## src/rtl/ocp_arbiter2_pkg.sv

```systemverilog
// Shared OCP constants, bus widths and arbiter state encoding for ocp_arbiter2.
package ocp_arbiter2_pkg;

  localparam int ADDR_WIDTH = 32;
  localparam int DATA_WIDTH = 32;
  localparam int BEN_WIDTH  = 4;

  localparam logic [2:0] OCP_CMD_IDLE  = 3'b000;
  localparam logic [2:0] OCP_CMD_WRITE = 3'b001;
  localparam logic [2:0] OCP_CMD_READ  = 3'b010;

  localparam logic [1:0] OCP_RESP_NULL = 2'b00;
  localparam logic [1:0] OCP_RESP_DVA  = 2'b01;
  localparam logic [1:0] OCP_RESP_ERR  = 2'b11;

  // IDLE arbitrates, CMD waits for the slave accept, RESP waits for read data.
  typedef enum logic [1:0] {
    ST_IDLE = 2'd0,
    ST_CMD  = 2'd1,
    ST_RESP = 2'd2
  } arbState_e;

  // Any command other than IDLE counts as a request for the slave port.
  function automatic logic isRequest(input logic [2:0] cmd);
    return cmd != OCP_CMD_IDLE;
  endfunction

endpackage

```

## src/rtl/ocp_arbiter2.sv

```systemverilog
// Two-master round-robin arbiter in front of one OCP slave port.
// One transaction is in flight at a time; reads that never get a response
// are terminated with ERR after TMO_CYC cycles so a dead slave cannot hang the bus.
module ocp_arbiter2
  import ocp_arbiter2_pkg::*;
#(
  parameter int TMO_W   = 8,
  parameter int TMO_CYC = 255
) (
  input  logic                  clk,
  input  logic                  rst,
  input  logic [ADDR_WIDTH-1:0] i_M0_MAddr,
  input  logic [2:0]            i_M0_MCmd,
  input  logic [DATA_WIDTH-1:0] i_M0_MData,
  input  logic [BEN_WIDTH-1:0]  i_M0_MByteEn,
  output logic                  o_M0_SCmdAccept,
  output logic [DATA_WIDTH-1:0] o_M0_SData,
  output logic [1:0]            o_M0_SResp,
  input  logic [ADDR_WIDTH-1:0] i_M1_MAddr,
  input  logic [2:0]            i_M1_MCmd,
  input  logic [DATA_WIDTH-1:0] i_M1_MData,
  input  logic [BEN_WIDTH-1:0]  i_M1_MByteEn,
  output logic                  o_M1_SCmdAccept,
  output logic [DATA_WIDTH-1:0] o_M1_SData,
  output logic [1:0]            o_M1_SResp,
  output logic [ADDR_WIDTH-1:0] o_MAddr,
  output logic [2:0]            o_MCmd,
  output logic [DATA_WIDTH-1:0] o_MData,
  output logic [BEN_WIDTH-1:0]  o_MByteEn,
  input  logic                  i_SCmdAccept,
  input  logic [DATA_WIDTH-1:0] i_SData,
  input  logic [1:0]            i_SResp
);

  localparam logic [TMO_W-1:0] TMO_LAST = TMO_W'(TMO_CYC - 1);

  arbState_e         state_q, state_d;
  logic              grant_q, grant_d;
  logic              lastGrant_q, lastGrant_d;
  logic [TMO_W-1:0]  timer_q, timer_d;

  logic                  req0, req1;
  logic [2:0]            selCmd;
  logic [ADDR_WIDTH-1:0] selAddr;
  logic [DATA_WIDTH-1:0] selData;
  logic [BEN_WIDTH-1:0]  selBen;
  logic                  grantAccept;
  logic [1:0]            grantResp;
  logic [DATA_WIDTH-1:0] grantData;

  assign req0    = isRequest(i_M0_MCmd);
  assign req1    = isRequest(i_M1_MCmd);
  assign selCmd  = grant_q ? i_M1_MCmd    : i_M0_MCmd;
  assign selAddr = grant_q ? i_M1_MAddr   : i_M0_MAddr;
  assign selData = grant_q ? i_M1_MData   : i_M0_MData;
  assign selBen  = grant_q ? i_M1_MByteEn : i_M0_MByteEn;

  // State, grant, round-robin history and response timer; reset parks the bus idle with M0 favoured next.
  always_ff @(posedge clk or posedge rst) begin
    if (rst) begin
      state_q     <= ST_IDLE;
      grant_q     <= 1'b0;
      lastGrant_q <= 1'b1;
      timer_q     <= '0;
    end else begin
      state_q     <= state_d;
      grant_q     <= grant_d;
      lastGrant_q <= lastGrant_d;
      timer_q     <= timer_d;
    end
  end

  // Next-state logic plus the slave-side mux and the response routed to the granted master.
  always_comb begin
    state_d     = state_q;
    grant_d     = grant_q;
    lastGrant_d = lastGrant_q;
    timer_d     = timer_q;
    o_MCmd      = OCP_CMD_IDLE;
    o_MAddr     = '0;
    o_MData     = '0;
    o_MByteEn   = '0;
    grantAccept = 1'b0;
    grantResp   = OCP_RESP_NULL;
    grantData   = '0;

    unique case (state_q)
      ST_IDLE: begin
        if (req0 || req1) begin
          grant_d     = (req0 && req1) ? ~lastGrant_q : req1;
          lastGrant_d = grant_d;
          state_d     = ST_CMD;
        end
      end

      ST_CMD: begin
        o_MCmd      = selCmd;
        o_MAddr     = selAddr;
        o_MData     = selData;
        o_MByteEn   = selBen;
        grantAccept = i_SCmdAccept;
        if (i_SCmdAccept) begin
          if (selCmd == OCP_CMD_READ) begin
            if (i_SResp != OCP_RESP_NULL) begin
              grantResp = i_SResp;
              grantData = i_SData;
              state_d   = ST_IDLE;
            end else begin
              timer_d = '0;
              state_d = ST_RESP;
            end
          end else begin
            state_d = ST_IDLE;
          end
        end
      end

      ST_RESP: begin
        if (i_SResp != OCP_RESP_NULL) begin
          grantResp = i_SResp;
          grantData = i_SData;
          state_d   = ST_IDLE;
        end else if (timer_q == TMO_LAST) begin
          grantResp = OCP_RESP_ERR;
          state_d   = ST_IDLE;
        end else begin
          timer_d = timer_q + TMO_W'(1);
        end
      end

      default: begin
        state_d = ST_IDLE;
      end
    endcase
  end

  assign o_M0_SCmdAccept = grantAccept & ~grant_q;
  assign o_M0_SResp      = grant_q ? OCP_RESP_NULL : grantResp;
  assign o_M0_SData      = grant_q ? '0 : grantData;
  assign o_M1_SCmdAccept = grantAccept & grant_q;
  assign o_M1_SResp      = grant_q ? grantResp : OCP_RESP_NULL;
  assign o_M1_SData      = grant_q ? grantData : '0;

endmodule

```

## config.mk

```make
export PLATFORM = sky130hd
export DESIGN_NAME = ocp_arbiter2
export DESIGN_NICKNAME = d
export VERILOG_FILES = /design/src/rtl/ocp_arbiter2_pkg.sv /design/src/rtl/ocp_arbiter2.sv
export SDC_FILE = /design/constraint.sdc
export NUM_CORES = 1
export LEC_CHECK = 0
export ABC_CLOCK_PERIOD_IN_PS = 3130
export CORE_AREA = 2 2 126 128
export CTS_CLUSTER_SIZE = 28
export DETAILED_ROUTE_END_ITERATION = 6
export DIE_AREA = 0 0 128 130
export DONT_BUFFER_PORTS = 1
export PLACE_DENSITY = 0.39
export SLEW_MARGIN = 20
export SYNTH_ARGS = -nofsm -noshare
export SYNTH_HDL_FRONTEND = slang
export SYNTH_SLANG_ARGS = --single-unit
```

## constraint.sdc

```tcl
create_clock -name clk -period 3.13 [get_ports clk]
set_clock_uncertainty 0.05 [all_clocks]
set_input_delay 0.313 -clock clk [delete_from_list [all_inputs] [get_ports clk]]
set_output_delay 0.313 -clock clk [all_outputs]
set_load 0.005 [all_outputs]
```

==> results of run 1 <==
## area by class of cell
class / count / area share [%]
clock buffer: 4 / 3.33
tap: 192 / 9.00
timing repair buffer: 8 / 2.34
multi-input combinational: 285 / 72.5
inverter: 10 / 1.41
sequential: 12 / 11.4
## synth_stat cells (3+ instances only)
cell type | count | area, µm²
nand3_1 | 5 | 25.0
nor3_1 | 3 | 15.0
dfrtp_1 | 11 | 275
o211ai_1 | 6 | 45.0
buf_6 | 6 | 67.6
clkbuf_1 | 10 | 37.5
and2_1 | 64 | 400
o31ai_1 | 3 | 22.5
buf_2 | 5 | 25.0
o21ai_0 | 3 | 15.0
nor2_1 | 83 | 312
a32o_1 | 5 | 50.1
inv_1 | 9 | 33.8
ha_1 | 5 | 62.6
nand2_1 | 10 | 37.5
mux2i_1 | 72 | 721
a21oi_1 | 4 | 20.0
## cells by family (layout without fill, tap and decap cells)
group,count (synthesis),after routing,share of synthesized area [%]
flops,12,12,12.4
compound gates,34,34,11.7
simple gates,172,172,34.9
buf+inv,35,22,7.64
fa+ha+maj,5,5,2.58
mux,74,74,30.7
## per-stage QoR
step | total power, W | hold slack, ps | utilization, % | instances
finish | 0.00180 | 197 | 17.3 | 511
detailed placement | 0.00157 | 211 | 16.7 | 506
floorplan | 0.00127 | 127 | - | 332
global route | 0.00195 | 211 | 17.3 | 511
CTS | 0.00184 | 201 | 17.3 | 511
global placement | 0.00155 | 214 | 16.7 | 506
## flip-flops by register name, indices dropped and copies added, names as in the netlist
register and cells:
grant_q 1, lastGrant_q 1, state_q 2, timer_q 8
## per-layer routing
metal	GRT usage [%]	routed length, µm
met5	0	0
met4	0.582	23
met3	3.32	1080
met2	20.7	5220
met1	13.5	4060
## where the power goes
part | internal (W) | switching (W)
logic | 0.000459 | 0.000851
registers | 0.000198 | 0.0000252
clock network | 0.000193 | 0.0000722
total | 0.000850 | 0.000949
## worst max-delay path by stage
stage / from / endpoint / slack [ps] / cells after the start
floorplan: grant_q$_DFFE_PP0P_ / o_M0_SData[10] / 910 / 6
CTS: grant_q$_DFFE_PP0P_ / o_M1_SData[20] / 510 / 6
detailed placement: grant_q$_DFFE_PP0P_ / o_M1_SData[20] / 770 / 6
global placement: grant_q$_DFFE_PP0P_ / o_M0_SData[25] / 820 / 5
global route: grant_q$_DFFE_PP0P_ / o_M1_SData[31] / 360 / 6
finish: grant_q$_DFFE_PP0P_ / o_M1_SData[17] / 520 / 5
## worst max-delay path: cells and delay by family (launching register included)
family / cells / cell delay [ps]
AOI/OAI and AO/OA: 2 / 480
buffers and inverters: 1 / 290
DFF: 1 / 460
and+or+nand+nor: 2 / 760
==> flow_metrics.env, run 1 <==
export IMPL_drtAntennaViolNets=0
export IMPL_hold_depth=3
export IMPL_cellLeakagePower_nw=1.26
export IMPL_cts_tree="built"
export IMPL_rsz0062_at_grt="false"
export IMPL_yosysWarnings=0
export IMPL_tns_ps=0
export IMPL_num_fill_cells=1747
export IMPL_whs_endpoint="lastGrant_q$_DFFE_PP1P_"
export IMPL_synth_edf_count=0
export IMPL_ir_worst_vdd_uv=448
export IMPL_drtIter0Drc=138
export IMPL_placement_io_buffers=0
export IMPL_cp_cell_sequence="or4b_4 -> a21o_1 -> a211oi_4 -> buf_4 -> and2_1"
export IMPL_antenna_found_initial=0
export IMPL_crit_fanout=32
export IMPL_worst_pin_slew_ps=804
export IMPL_timing_rr_end="timer_q[1]$_DFFE_PP0P_"
export IMPL_layout_setup_ws_ps=523
export IMPL_grt_max_degree=53
export IMPL_antenna_cells=0
export IMPL_maxSlewViolCount=0
export IMPL_slew_headroom_pct=46.4
export IMPL_num_vias=2460
export IMPL_htreeDepth=1
export IMPL_routed_via_density=4.81
export IMPL_die_width_um=128
export IMPL_crit_type="reg -> out"
export IMPL_rows=46
export IMPL_layout_nets=504
export IMPL_drtPass1Iterations=4
export IMPL_post_route_drc_count=0
export IMPL_yosys_most_used_dff="dfrtp_1"
export IMPL_syn_to_final_growth_pct=10.2
export IMPL_hold_path_class="in -> reg"
export IMPL_avgSynthCellArea_um2=7.30
export IMPL_final_area_mm2=0.00267
export IMPL_reg2reg_depth=4
export IMPL_fmax_mhz=384
export IMPL_ys_seq_elements=12
export IMPL_die_area_mm2=0.0166
export IMPL_status="completed"
export IMPL_cts_made_buffers=3
export IMPL_async_flop_share_pct=100
export IMPL_grt_pass1_wl_um=14200
export IMPL_clk_latency_ps=240
export IMPL_rr_startpoint="grant_q$_DFFE_PP0P_"
export IMPL_place_congestion=0.905
export IMPL_dp_slack_ps=774
export IMPL_report_final_setup_viol=0
export IMPL_gr_usage_all_layers_pct=11.2
export IMPL_period_share_pct=83.3
export IMPL_place_area_mm2=0.00257
export IMPL_clk_pin_slew_ps=40
export IMPL_die_y_um=130
export IMPL_wirelength_um=10400
export IMPL_power_density_mw_per_mm2=674
export IMPL_cp_slowest_cell="or4b_4"
export IMPL_drv_cap=0
export IMPL_syn_area_mm2=0.00242
export IMPL_min_period_ps=2610
export IMPL_io_pins=320
export IMPL_hp_start="i_M0_MCmd[1]"
export IMPL_clock_path_buffers=2
export IMPL_hpwl_um=9070
export IMPL_drive_gt1_share_pct=6.90
export IMPL_final_cell_mix="nor2_1 (83), mux2i_1 (72), and2_1 (64), nand2_1 (10), dfrtp_1 (10)"
export IMPL_grt_pass1_vias=2270
export IMPL_finalHoldViolations=0
export IMPL_cp_arrival_ps=2240
export IMPL_cts_root_buf="clkbuf_16"
export IMPL_core_area_mm2=0.0154
export IMPL_ys_seq_area_share_pct=12.4
export IMPL_overflow=0
export IMPL_postCtsHoldBufs=1
export IMPL_syn_nets=516
export IMPL_final_common_cell="nor2_1"
export IMPL_start_kind="register"
export IMPL_synth_cell_types=40
export IMPL_required_ps=2770
export IMPL_cts_setup_buffers=0
export IMPL_multiInputGateArea_mm2=0.00194
export IMPL_cpPeakStageDelay_ps=560
export IMPL_routedWlPerCell_um=20.3
export IMPL_start_util_pct=15.7
export IMPL_ctsResizeCount=0
export IMPL_syn_instance_count=332
export IMPL_final_seq_area_um2=305
export IMPL_endpoint_kind="output port"
export IMPL_reg2reg_slack_ps=830
export IMPL_clock_sinks=12
(Power assumes the default switching activity.)
==> run 2, diff against run 1 <==
Settings changed: ABC_CLOCK_PERIOD_IN_PS 3130 to 2200, PLACE_DENSITY 0.39 to 0.4.
Clock period 3.13 ns to 2.2 ns, I/O delays scaled along.
==> run 2 against run 1 <==
  * The flow now finishes with violations (negative setup slack)
  * Register-to-register slack got worse by 670 ps
  * Final cell count increased by 1.6%
  * Worst hold slack got worse by 89 ps
  * Combinational power grew 48%
  * Largest cell class unchanged
  * Largest power group unchanged
==> flow_metrics.env, run 2 (same netlist as run 1, synthesis figures left out) <==
export IMPL_status="finished with violations"
export IMPL_violations="negative setup slack"
export IMPL_crit_type="reg -> out"
export IMPL_num_fill_cells=1710
export IMPL_hold_depth=3
export IMPL_antenna_found_initial=0
export IMPL_start_util_pct=15.7
export IMPL_met2_usage_pct=20.7
export IMPL_core_area_mm2=0.0154
export IMPL_reg2reg_depth=6
export IMPL_rr_startpoint="grant_q$_DFFE_PP0P_"
export IMPL_cts_tree="built"
export IMPL_p_clk_share_pct=14.1
export IMPL_drtIter0Drc=107
export IMPL_final_common_cell="nor2_1"
export IMPL_crit_fanout=16
export IMPL_wirelength_um=10500
export IMPL_die_width_um=128
export IMPL_busiest_layer="met2"
export IMPL_use_met3_pct=3.03
export IMPL_largest_reg_flops=8
export IMPL_grt_pass1_vias=2257
export IMPL_layout_setup_ws_ps=-195
export IMPL_clk_latency_ps=240
export IMPL_drtAntennaViolNets=0
export IMPL_htreeDepth=1
export IMPL_cellLeakagePower_nw=1.35
export IMPL_slew_headroom_pct=65.9
export IMPL_min_period_ps=2400
export IMPL_pwr_share_seq_pct=12.1
export IMPL_period_share_pct=109
export IMPL_finalHoldViolations=0
export IMPL_registers_top_by_ff_count="timer_q"
export IMPL_io_pins=320
export IMPL_hp_start="i_M0_MCmd[1]"
export IMPL_hold_path_class="in -> reg"
export IMPL_cts_made_buffers=3
export IMPL_grt_pass1_wl_um=14000
export IMPL_endpoint_kind="output port"
export IMPL_placement_io_buffers=0
export IMPL_die_y_um=130
export IMPL_maxSlewViolCount=0
export IMPL_rsz0062_at_grt="true"
export IMPL_hpwl_um=8930
export IMPL_syn_to_final_growth_pct=18.3
export IMPL_start_kind="register"
export IMPL_p_comb_share_pct=73.8
export IMPL_overflow=0
export IMPL_reg_top3="timer_q x8, state_q x2"
export IMPL_gr_usage_met1_pct=13.3
export IMPL_routedWlPerCell_um=20.2
export IMPL_gr_usage_all_layers_pct=11.1
export IMPL_dp_slack_ps=29.7
export IMPL_ir_worst_vdd_uv=480
export IMPL_routed_via_density=4.81
export IMPL_final_cell_mix="nor2_1 (83), mux2i_1 (72), and2_1 (44), and2_4 (20)"
export IMPL_worst_pin_slew_ps=511
export IMPL_grt_max_degree=72
export IMPL_cp_arrival_ps=2130
export IMPL_placed_cells=511
export IMPL_clock_sinks=12
export IMPL_fmax_mhz=418
export IMPL_p_switching_w=0.00135
export IMPL_antenna_cells=0
export IMPL_drtPass1Iterations=4
export IMPL_setup_worst_path_start="grant_q$_DFFE_PP0P_"
export IMPL_clk_pin_slew_ps=40
export IMPL_num_vias=2497
export IMPL_die_area_mm2=0.0166
export IMPL_power_density_mw_per_mm2=915
export IMPL_report_final_setup_viol=64
export IMPL_p_sw_share_pct=51.5
export IMPL_drv_cap=0
export IMPL_place_congestion=0.840
export IMPL_cts_root_buf="clkbuf_16"
export IMPL_final_area_mm2=0.00287
export IMPL_place_area_mm2=0.00266
export IMPL_clock_path_buffers=2
export IMPL_layout_nets=512
export IMPL_tns_ps=-9580
export IMPL_final_cells=519
export IMPL_p_int_w=0.00127
export IMPL_rows=46
export IMPL_drive_gt1_share_pct=15.9
export IMPL_required_ps=1930
export IMPL_post_route_drc_count=0
run 2: cell types whose count changed in the layout (fill, tap and decap cells not counted), sizes merged:
| cell | delta |
|---|---|
| buf | +8 |
run 2: power by group through the flow:
stage / sequential, W / clock [W] / combinational, W
after floorplan: 0.000302 / 0 / 0.00150
after global placement: 0.000316 / 0 / 0.00190
after detailed placement: 0.000318 / 0 / 0.00193
after CTS: 0.000315 / 0.000380 / 0.00196
after global routing: 0.000324 / 0.000389 / 0.00212
final: 0.000317 / 0.000369 / 0.00194
run 2: timing repair:
item / CTS / global route
endpoints found under the hold margin: 11 / 0
setup buffers: 3 / 0
cloned: 1 / 0
pin swaps: 4 / 0
endpoints found under the setup margin: 64 / 69
resized for setup: 21 / 4
hold buffers: 1 / 0
run 2: critical path, stage by stage (launching register included):
cell      delay [ps]
dfrtp_4          460
or4b_4           500
a21o_4           250
a211oi_4         230
buf_4            160
buf_12           130
and2_1           150
run 2: cell type report:
| class | instances | area, µm² | area share (%) |
|---|---|---|---|
| Clock buffer | 4 | 88.8 | 3.10 |
| Tap cell | 192 | 240 | 8.38 |
| Timing Repair Buffer | 16 | 184 | 6.42 |
| Multi-Input combinational cell | 285 | 2010 | 70.1 |
| Sequential cell | 12 | 305 | 10.7 |
| Inverter | 10 | 37.5 | 1.31 |
run 2: layer usage:
metal | share of wire, % | wire length, µm | vias up
met3 | 9.0 | 943 | 2
met2 | 51 | 5360 | 186
met4 | 0.34 | 36 | 0
li1 | - | - | 1113
met1 | 39 | 4130 | 1196
met5 | 0 | 0 | -
run 2: through the flow:
step / power [W] / hold WS (ps) / util (%)
global route: 0.00283 / 154 / 18.6
global placement: 0.00221 / 123 / 17.2
detailed placement: 0.00225 / 124 / 17.2
finish: 0.00262 / 108 / 18.6
CTS: 0.00265 / 102 / 18.7
floorplan: 0.00181 / 34.0 / -
run 2: path summary, 6_finish.rpt:
path,slack (ps),endpoint
max in group asynchronous,1310,grant_q$_DFFE_PP0P_
hold / removal,110,lastGrant_q$_DFFE_PP1P_
hold reg to reg,410,lastGrant_q$_DFFE_PP1P_
setup / recovery,-200,o_M0_SData[5]
min in group asynchronous,400,timer_q[5]$_DFFE_PP0P_
setup reg to reg,160,timer_q[5]$_DFFE_PP0P_
